File: config.mk
export PLATFORM = sky130hd
export DESIGN_NAME = init_sequencer
export DESIGN_NICKNAME = d
export VERILOG_FILES = /design/src/rtl/init_sequencer.sv
export SDC_FILE = /design/constraint.sdc
export NUM_CORES = 1
export LEC_CHECK = 0
export ABC_AREA = 0
export BUFFER_PORTS_ARGS = -buffer_cell sky130_fd_sc_hd__buf_2
export CORE_ASPECT_RATIO = 0.6
export CORE_MARGIN = 2
export CORE_UTILIZATION = 50
export CTS_CLUSTER_DIAMETER = 40
export CTS_CLUSTER_SIZE = 14
export DETAILED_ROUTE_END_ITERATION = 7
export PLACE_DENSITY = 0.8
export SYNTH_ARGS = -nofsm -noshare
export SYNTH_HDL_FRONTEND = slang
export SYNTH_SLANG_ARGS = --single-unit
export TNS_END_PERCENT = 50
File: constraint.sdc
create_clock -name clk -period 2.5 [get_ports clk]
set_clock_uncertainty 0.1 [all_clocks]
set_input_delay 0.25 -clock clk [delete_from_list [all_inputs] [get_ports clk]]
set_output_delay 0.25 -clock clk [all_outputs]
set_load 0.05 [all_outputs]
File: src/rtl/init_sequencer.sv
// init_sequencer
//
// Power-on initialisation sequencer. Once the delayed `start` level is seen it
// walks a command ROM. Each 16-bit entry carries an opcode in [15:14] and an
// argument in [7:0]:
//   00 SEND_CMD  : send arg as a command byte (tx_dc = 0)
//   01 SEND_DATA : send arg as a data byte    (tx_dc = 1)
//   10 WAIT      : pause arg * DELAY_UNIT cycles (arg = 0 means no pause)
//   11 END       : sequence complete
// Running off the last ROM address without an END entry finishes the sequence
// with init_err set.
//
// Ports:
//   clk        in   system clock, rising edge
//   rst_n      in   asynchronous active-low reset
//   start      in   level from the start-delay stage, sampled only while idle
//   rom_addr   out  registered ROM address
//   rom_data   in   synchronous ROM word, valid one cycle after rom_addr changes
//   tx_valid   out  byte offered to the byte writer
//   tx_ready   in   byte writer accepts the offered byte
//   tx_data    out  byte payload
//   tx_dc      out  0 = command byte, 1 = data byte
//   busy       out  high from sequence start until completion
//   init_done  out  sticky completion flag
//   init_err   out  sticky flag: ROM exhausted without an END entry
module init_sequencer #(
  parameter int ROM_DEPTH  = 64,
  parameter int DELAY_UNIT = 25000
) (
  input  logic                         clk,
  input  logic                         rst_n,
  input  logic                         start,
  output logic [$clog2(ROM_DEPTH)-1:0] rom_addr,
  input  logic [15:0]                  rom_data,
  output logic                         tx_valid,
  input  logic                         tx_ready,
  output logic [7:0]                   tx_data,
  output logic                         tx_dc,
  output logic                         busy,
  output logic                         init_done,
  output logic                         init_err
);

  localparam int AW = $clog2(ROM_DEPTH);
  localparam int UW = (DELAY_UNIT > 1) ? $clog2(DELAY_UNIT) : 1;

  localparam logic [AW-1:0] LAST_ADDR   = AW'(ROM_DEPTH - 1);
  localparam logic [UW-1:0] UNIT_RELOAD = UW'(DELAY_UNIT - 1);

  localparam logic [1:0] OP_CMD  = 2'b00;
  localparam logic [1:0] OP_DATA = 2'b01;
  localparam logic [1:0] OP_WAIT = 2'b10;
  localparam logic [1:0] OP_END  = 2'b11;

  typedef enum logic [2:0] {
    S_IDLE,
    S_FETCH,
    S_DECODE,
    S_SEND,
    S_WAIT,
    S_DONE
  } state_t;

  state_t state;
  state_t state_nxt;

  logic [AW-1:0] rom_addr_nxt;
  logic          tx_valid_nxt;
  logic [7:0]    tx_data_nxt;
  logic          tx_dc_nxt;
  logic          busy_nxt;
  logic          init_done_nxt;
  logic          init_err_nxt;

  // unit_cnt counts cycles inside one DELAY_UNIT, rep_cnt counts remaining
  // units; both count down to zero so the pause needs no multiplier.
  logic [UW-1:0] unit_cnt;
  logic [UW-1:0] unit_cnt_nxt;
  logic [7:0]    rep_cnt;
  logic [7:0]    rep_cnt_nxt;

  logic [1:0] op;
  logic [7:0] arg;
  logic       unused_rom_bits;
  logic       wait_expired;
  logic       advance;
  logic       at_last;

  assign op              = rom_data[15:14];
  assign arg             = rom_data[7:0];
  assign unused_rom_bits = ^rom_data[13:8];

  assign wait_expired = (unit_cnt == '0) && (rep_cnt == '0);
  assign at_last      = (rom_addr == LAST_ADDR);

  // An entry is finished (ADVANCE) on: a zero-length WAIT at decode, an
  // accepted transfer, or the final cycle of a WAIT.
  assign advance = ((state == S_DECODE) && (op == OP_WAIT) && (arg == 8'd0)) ||
                   ((state == S_SEND) && tx_valid && tx_ready) ||
                   ((state == S_WAIT) && wait_expired);

  // State register
  always_ff @(posedge clk or negedge rst_n) begin
    if (!rst_n) begin
      state <= S_IDLE;
    end else begin
      state <= state_nxt;
    end
  end

  // Next-state logic
  always_comb begin
    state_nxt = state;
    case (state)
      S_IDLE: begin
        if (start) begin
          state_nxt = S_FETCH;
        end
      end
      S_FETCH: begin
        state_nxt = S_DECODE;
      end
      S_DECODE: begin
        case (op)
          OP_CMD, OP_DATA: state_nxt = S_SEND;
          OP_WAIT: begin
            if (arg != 8'd0) begin
              state_nxt = S_WAIT;
            end
          end
          default: state_nxt = S_DONE;
        endcase
      end
      S_SEND:  state_nxt = S_SEND;
      S_WAIT:  state_nxt = S_WAIT;
      S_DONE:  state_nxt = S_DONE;
      default: state_nxt = S_IDLE;
    endcase

    // The last address has no successor: finish instead of wrapping.
    if (advance) begin
      state_nxt = at_last ? S_DONE : S_FETCH;
    end
  end

  // Output / datapath next-value logic
  always_comb begin
    rom_addr_nxt  = rom_addr;
    tx_valid_nxt  = tx_valid;
    tx_data_nxt   = tx_data;
    tx_dc_nxt     = tx_dc;
    busy_nxt      = busy;
    init_done_nxt = init_done;
    init_err_nxt  = init_err;
    unit_cnt_nxt  = unit_cnt;
    rep_cnt_nxt   = rep_cnt;

    case (state)
      S_IDLE: begin
        if (start) begin
          busy_nxt = 1'b1;
        end
      end
      S_DECODE: begin
        if ((op == OP_CMD) || (op == OP_DATA)) begin
          tx_data_nxt  = arg;
          tx_dc_nxt    = op[0];
          tx_valid_nxt = 1'b1;
        end else if ((op == OP_WAIT) && (arg != 8'd0)) begin
          unit_cnt_nxt = UNIT_RELOAD;
          rep_cnt_nxt  = arg - 8'd1;
        end
      end
      S_SEND: begin
        if (tx_ready) begin
          tx_valid_nxt = 1'b0;
        end
      end
      S_WAIT: begin
        if (unit_cnt != '0) begin
          unit_cnt_nxt = unit_cnt - UW'(1);
        end else if (rep_cnt != 8'd0) begin
          rep_cnt_nxt  = rep_cnt - 8'd1;
          unit_cnt_nxt = UNIT_RELOAD;
        end
      end
      default: begin
      end
    endcase

    if (advance) begin
      if (at_last) begin
        init_err_nxt = 1'b1;
      end else begin
        rom_addr_nxt = rom_addr + AW'(1);
      end
    end

    // Status flags change on the same edge that enters DONE.
    if (state_nxt == S_DONE) begin
      busy_nxt      = 1'b0;
      init_done_nxt = 1'b1;
      tx_valid_nxt  = 1'b0;
    end
  end

  // Output / datapath registers
  always_ff @(posedge clk or negedge rst_n) begin
    if (!rst_n) begin
      rom_addr  <= '0;
      tx_valid  <= 1'b0;
      tx_data   <= 8'd0;
      tx_dc     <= 1'b0;
      busy      <= 1'b0;
      init_done <= 1'b0;
      init_err  <= 1'b0;
      unit_cnt  <= '0;
      rep_cnt   <= 8'd0;
    end else begin
      rom_addr  <= rom_addr_nxt;
      tx_valid  <= tx_valid_nxt;
      tx_data   <= tx_data_nxt;
      tx_dc     <= tx_dc_nxt;
      busy      <= busy_nxt;
      init_done <= init_done_nxt;
      init_err  <= init_err_nxt;
      unit_cnt  <= unit_cnt_nxt;
      rep_cnt   <= rep_cnt_nxt;
    end
  end

endmodule

==> run_summary.xml <==
<?xml version="1.0" encoding="UTF-8"?>
<metrics>
  <group name="run_status">
    <metric name="run_status" unit="">finished clean</metric>
  </group>
  <group name="sta">
    <metric name="clock.fmax" unit="MHz">418.1</metric>
    <metric name="final_hold_viol_count" unit="">0</metric>
    <metric name="layout_worst_path_cycle_share" unit="%">95.68</metric>
    <metric name="setup_viol" unit="">0</metric>
    <metric name="slew_headroom" unit="%">60.60</metric>
    <metric name="final_critical_path_time_including_i_o_delays_and_setup" unit="ns">2.392</metric>
    <metric name="worstMarginPinSlew" unit="ns">0.5910</metric>
    <metric name="report.final.slew_viol_count" unit="">0</metric>
  </group>
  <group name="yosys">
    <metric name="synth_fp_nets" unit="">291</metric>
    <metric name="synth_seq_cells" unit="">45</metric>
    <metric name="ys_async_sr_fraction" unit="%">100.0</metric>
    <metric name="yosys-top-cells-area" unit="">dfrtp_1 (42%), a21oi_1 (4.0%), mux2_2 (3.8%)</metric>
    <metric name="postSynth.topFlopCell" unit="">dfrtp_1</metric>
    <metric name="yosys.area.top_type_share" unit="%">42.33</metric>
    <metric name="synth_enable_flop_cells" unit="">0</metric>
    <metric name="yosys_warnings" unit="">0</metric>
    <metric name="synth_cell_types" unit="">69</metric>
    <metric name="synthesis.area_per_instance" unit="um2">9.926</metric>
    <metric name="synth.most_common_cell" unit="">dfrtp_1</metric>
    <metric name="seq_area_frac_synth" unit="%">42.33</metric>
    <metric name="netlist_top_cells_count" unit="">dfrtp_1 (45), a21oi_1 (21), nor2_1 (20)</metric>
    <metric name="netlist_instances" unit="">268</metric>
    <metric name="yosysTopAreaCell" unit="">dfrtp_1</metric>
    <metric name="mappedNetlistArea" unit="um2">2660</metric>
  </group>
  <group name="power">
    <metric name="power-per-cell-area" unit="nW/um2">424.8</metric>
    <metric name="netSwitchingPower" unit="uW">347.5</metric>
    <metric name="design_power_total" unit="uW">1347</metric>
    <metric name="switching_share" unit="%">25.79</metric>
    <metric name="pwr-share-seq" unit="%">56.2</metric>
    <metric name="comb_power_share" unit="%">8.5</metric>
    <metric name="intPower" unit="uW">999.8</metric>
    <metric name="vdd_drop_max" unit="V">0.0003090</metric>
    <metric name="power.leakage" unit="uW">0.001323</metric>
    <metric name="clkPwrFrac" unit="%">35.2</metric>
  </group>
  <group name="critical_path">
    <metric name="cp_data_arrival_time" unit="ns">2.48</metric>
    <metric name="critical_path_required" unit="ns">2.59</metric>
    <metric name="slowest_delay" unit="ns">0.42</metric>
    <metric name="crit-reg2reg-capture" unit="">unit_cnt[2]$_DFFE_PN0P_</metric>
    <metric name="critical_path.max_fanout" unit="">9</metric>
    <metric name="crit_path_category" unit="">reg -&gt; reg</metric>
    <metric name="crit_path_start_kind" unit="">flip-flop</metric>
    <metric name="worst_r2r_path_depth" unit="">6</metric>
    <metric name="critical_path.cell_chain" unit="">buf_4 -&gt; nand4bb_1 -&gt; or2_1 -&gt; nor2_2 -&gt; o21ai_1 -&gt; o31ai_1</metric>
    <metric name="critical-path-slowest-cell" unit="">dfrtp_1</metric>
    <metric name="r2r_start" unit="">state[0]$_DFF_PN0_</metric>
    <metric name="timing.critical_path.from" unit="">state[0]$_DFF_PN0_</metric>
    <metric name="reg2reg_slack" unit="ns">0.11</metric>
    <metric name="critPathCapture" unit="">unit_cnt[2]$_DFFE_PN0P_</metric>
    <metric name="timing.critical_path.to_type" unit="">flip-flop</metric>
  </group>
  <group name="clock_network">
    <metric name="clock_sink_count" unit="">45</metric>
    <metric name="tritoncts_clock_tree" unit="">built</metric>
    <metric name="cts.reportedPaths.clkPinSlew" unit="ns">0.09</metric>
    <metric name="clock_tree.buffer_depth" unit="">2</metric>
    <metric name="cts-root-buf" unit="">clkbuf_8</metric>
    <metric name="insertion_delay" unit="ns">0.30</metric>
    <metric name="cts.htree.levels" unit="">2</metric>
    <metric name="cts_inserted_buffers" unit="">5</metric>
  </group>
  <group name="global_route">
    <metric name="grt_pass1_wl" unit="mm">11.07</metric>
    <metric name="track_usage" unit="%">24.02</metric>
    <metric name="grt_max_degree" unit="">34</metric>
    <metric name="grt_pass1_vias" unit="">2190</metric>
    <metric name="antenna_found_initial" unit="">0</metric>
    <metric name="globalRouteOverflowTotal" unit="">0</metric>
  </group>
  <group name="detailed_routing">
    <metric name="drc_errors" unit="">0</metric>
    <metric name="wl" unit="mm">6.577</metric>
    <metric name="routed-via-count" unit="">2343</metric>
    <metric name="dr_iter_0_viols" unit="">160</metric>
    <metric name="antenna_left" unit="">0</metric>
    <metric name="drt_first_pass_iters" unit="">4</metric>
    <metric name="drt-wirelength-per-cell" unit="um">16.95</metric>
    <metric name="vias_per_cell" unit="">6.039</metric>
  </group>
  <group name="flow_run">
    <metric name="max_cap_violations" unit="">0</metric>
  </group>
  <group name="floorplan">
    <metric name="die_y" unit="um">60.50</metric>
    <metric name="starting_utilization_of_the_core_area" unit="%">52.11</metric>
    <metric name="io-pin-count" unit="">39</metric>
    <metric name="design.die.area" unit="um2">5939</metric>
    <metric name="dieWidth" unit="um">98.17</metric>
    <metric name="core-area" unit="um2">5105</metric>
    <metric name="fp-row-count" unit="">20</metric>
  </group>
  <group name="min_path">
    <metric name="hold_crit_class" unit="">in -&gt; reg</metric>
  </group>
  <group name="final_layout">
    <metric name="share_of_post_route_cells_with_drive_strength_above_1" unit="%">30.75</metric>
    <metric name="finalCoreUtilization" unit="%">62.13</metric>
    <metric name="multi_input_logic_area" unit="um2">1488</metric>
    <metric name="nNetsFinal" unit="">345</metric>
    <metric name="area_delta_synth_final" unit="%">19.24</metric>
    <metric name="register_area" unit="um2">1126</metric>
    <metric name="nFillCells" unit="">431</metric>
    <metric name="ant_cells" unit="">0</metric>
  </group>
  <group name="placed_design">
    <metric name="final_gp_congestion" unit="">0.9168</metric>
    <metric name="hpwl" unit="mm">4.896</metric>
    <metric name="io_buffers" unit="">32</metric>
  </group>
</metrics>
kinds of logic after synthesis:
group                      count (synthesis)  share of synthesized area [%]
AOI/OAI and AO/OA                         70                          18.02
xor gates and xnor gates                   4                          1.317
adders and majority gates                  3                          1.411
buffers and inverters                     17                          2.916
DFF                                       45                          42.33
muxes                                     16                          6.585
and+or+nand+nor                          113                          27.42
critical path, delay by kind of cell, from the launching register on:
kind / cells / cell delay, ns
buffers and inverters: 1 / 0.18
DFF: 1 / 0.42
and+or+nand+nor: 3 / 0.99
AOI/OAI and AO/OA: 2 / 0.59
cell type report:
cell class,count,area share (%)
multi-input combinational,206,46.90
sequential,45,35.50
timing repair buffer,56,11.20
clock buffer,6,2.604
tap,66,2.604
inverter,8,0.9467
clock inverter,1,0.2367
state kept, by name, summed over array words and instances, names as in the netlist:
register	count
tx_valid	1
rep_cnt	8
rom_addr	6
state	3
init_done	1
tx_dc	1
tx_data	8
busy	1
init_err	1
unit_cnt	15
per-stage QoR:
stage	setup WS, ns	hold slack, ns	cell area, um2	setup TNS (ns)	std cells
after floorplan	0.03155	-0.1456	2664	0	268
after global placement	0.1058	0.03797	3013	0	378
after detailed placement	0.03858	0.03717	3013	0	378
after CTS	0.01957	0.1177	3113	0	386
after global routing	-0.0008193	0.1327	3172	-0.0008193	388
final	0.1080	0.1214	3172	0	388
worst min-delay path by stage:
stage / from / cells past startpoint / slack (ns) / end
after CTS: rom_data[3] / 2 / 0.12 / tx_data[3]$_DFFE_PN0P_
after floorplan: rst_n / 0 / -0.15 / busy$_DFFE_PN0P_
after global routing: rom_data[1] / 2 / 0.13 / tx_data[1]$_DFFE_PN0P_
final: rom_data[3] / 2 / 0.12 / tx_data[3]$_DFFE_PN0P_
after global placement: rst_n / 1 / 0.04 / rom_addr[2]$_DFFE_PN0P_
after detailed placement: rst_n / 1 / 0.04 / rom_addr[3]$_DFFE_PN0P_
routing by layer:
layer | wire length (um) | track usage, % | part of all wire [%] | vias up
met5 | 0 | 0 | 0 | -
met4 | 84 | 6.458 | 1.3 | 0
met3 | 508 | 6.682 | 7.7 | 8
met2 | 2637 | 34.15 | 40 | 91
met1 | 3346 | 36.34 | 51 | 1117
li1 | - | - | - | 1127
power by group through the flow:
stage          Combinational [uW]  Sequential (uW)  Clock [uW]
2_1_floorplan                36.0              795           0
3_3_place_gp                  112              770           0
3_5_place_dp                  114              772           0
4_1_cts                       115              757         478
5_1_grt                       125              760         508
6_report                      115              757         475
what timing repair did:
| action | 4_1_cts | 5_1_grt |
|---|---|---|
| setup buffers | 0 | 2 |
| endpoints found under the setup margin | 0 | 31 |
| endpoints found under the hold margin | 12 | 0 |
| hold buffers | 1 | 0 |
| gates resized for setup | 0 | 6 |
placed cells by master (no fill, tap or decap), types with 5 or more instances in the layout:
| master | netlist | routed |
|---|---|---|
| nor2_1 | 20 | 20 |
| o31ai_1 | 11 | 11 |
| nor3_1 | 14 | 14 |
| inv_1 | 8 | 8 |
| o21ai_0 | 6 | 6 |
| nor4_1 | 5 | 5 |
| a21oi_1 | 21 | 21 |
| mux2_2 | 9 | 9 |
| or4_1 | 9 | 9 |
| nand2_1 | 11 | 10 |
| buf_2 | 5 | 32 |
| nand3_1 | 9 | 9 |
| clkbuf_8 | 0 | 6 |
| buf_4 | 0 | 22 |
| dfrtp_1 | 45 | 45 |
Power figures use the tool's default switching activity.
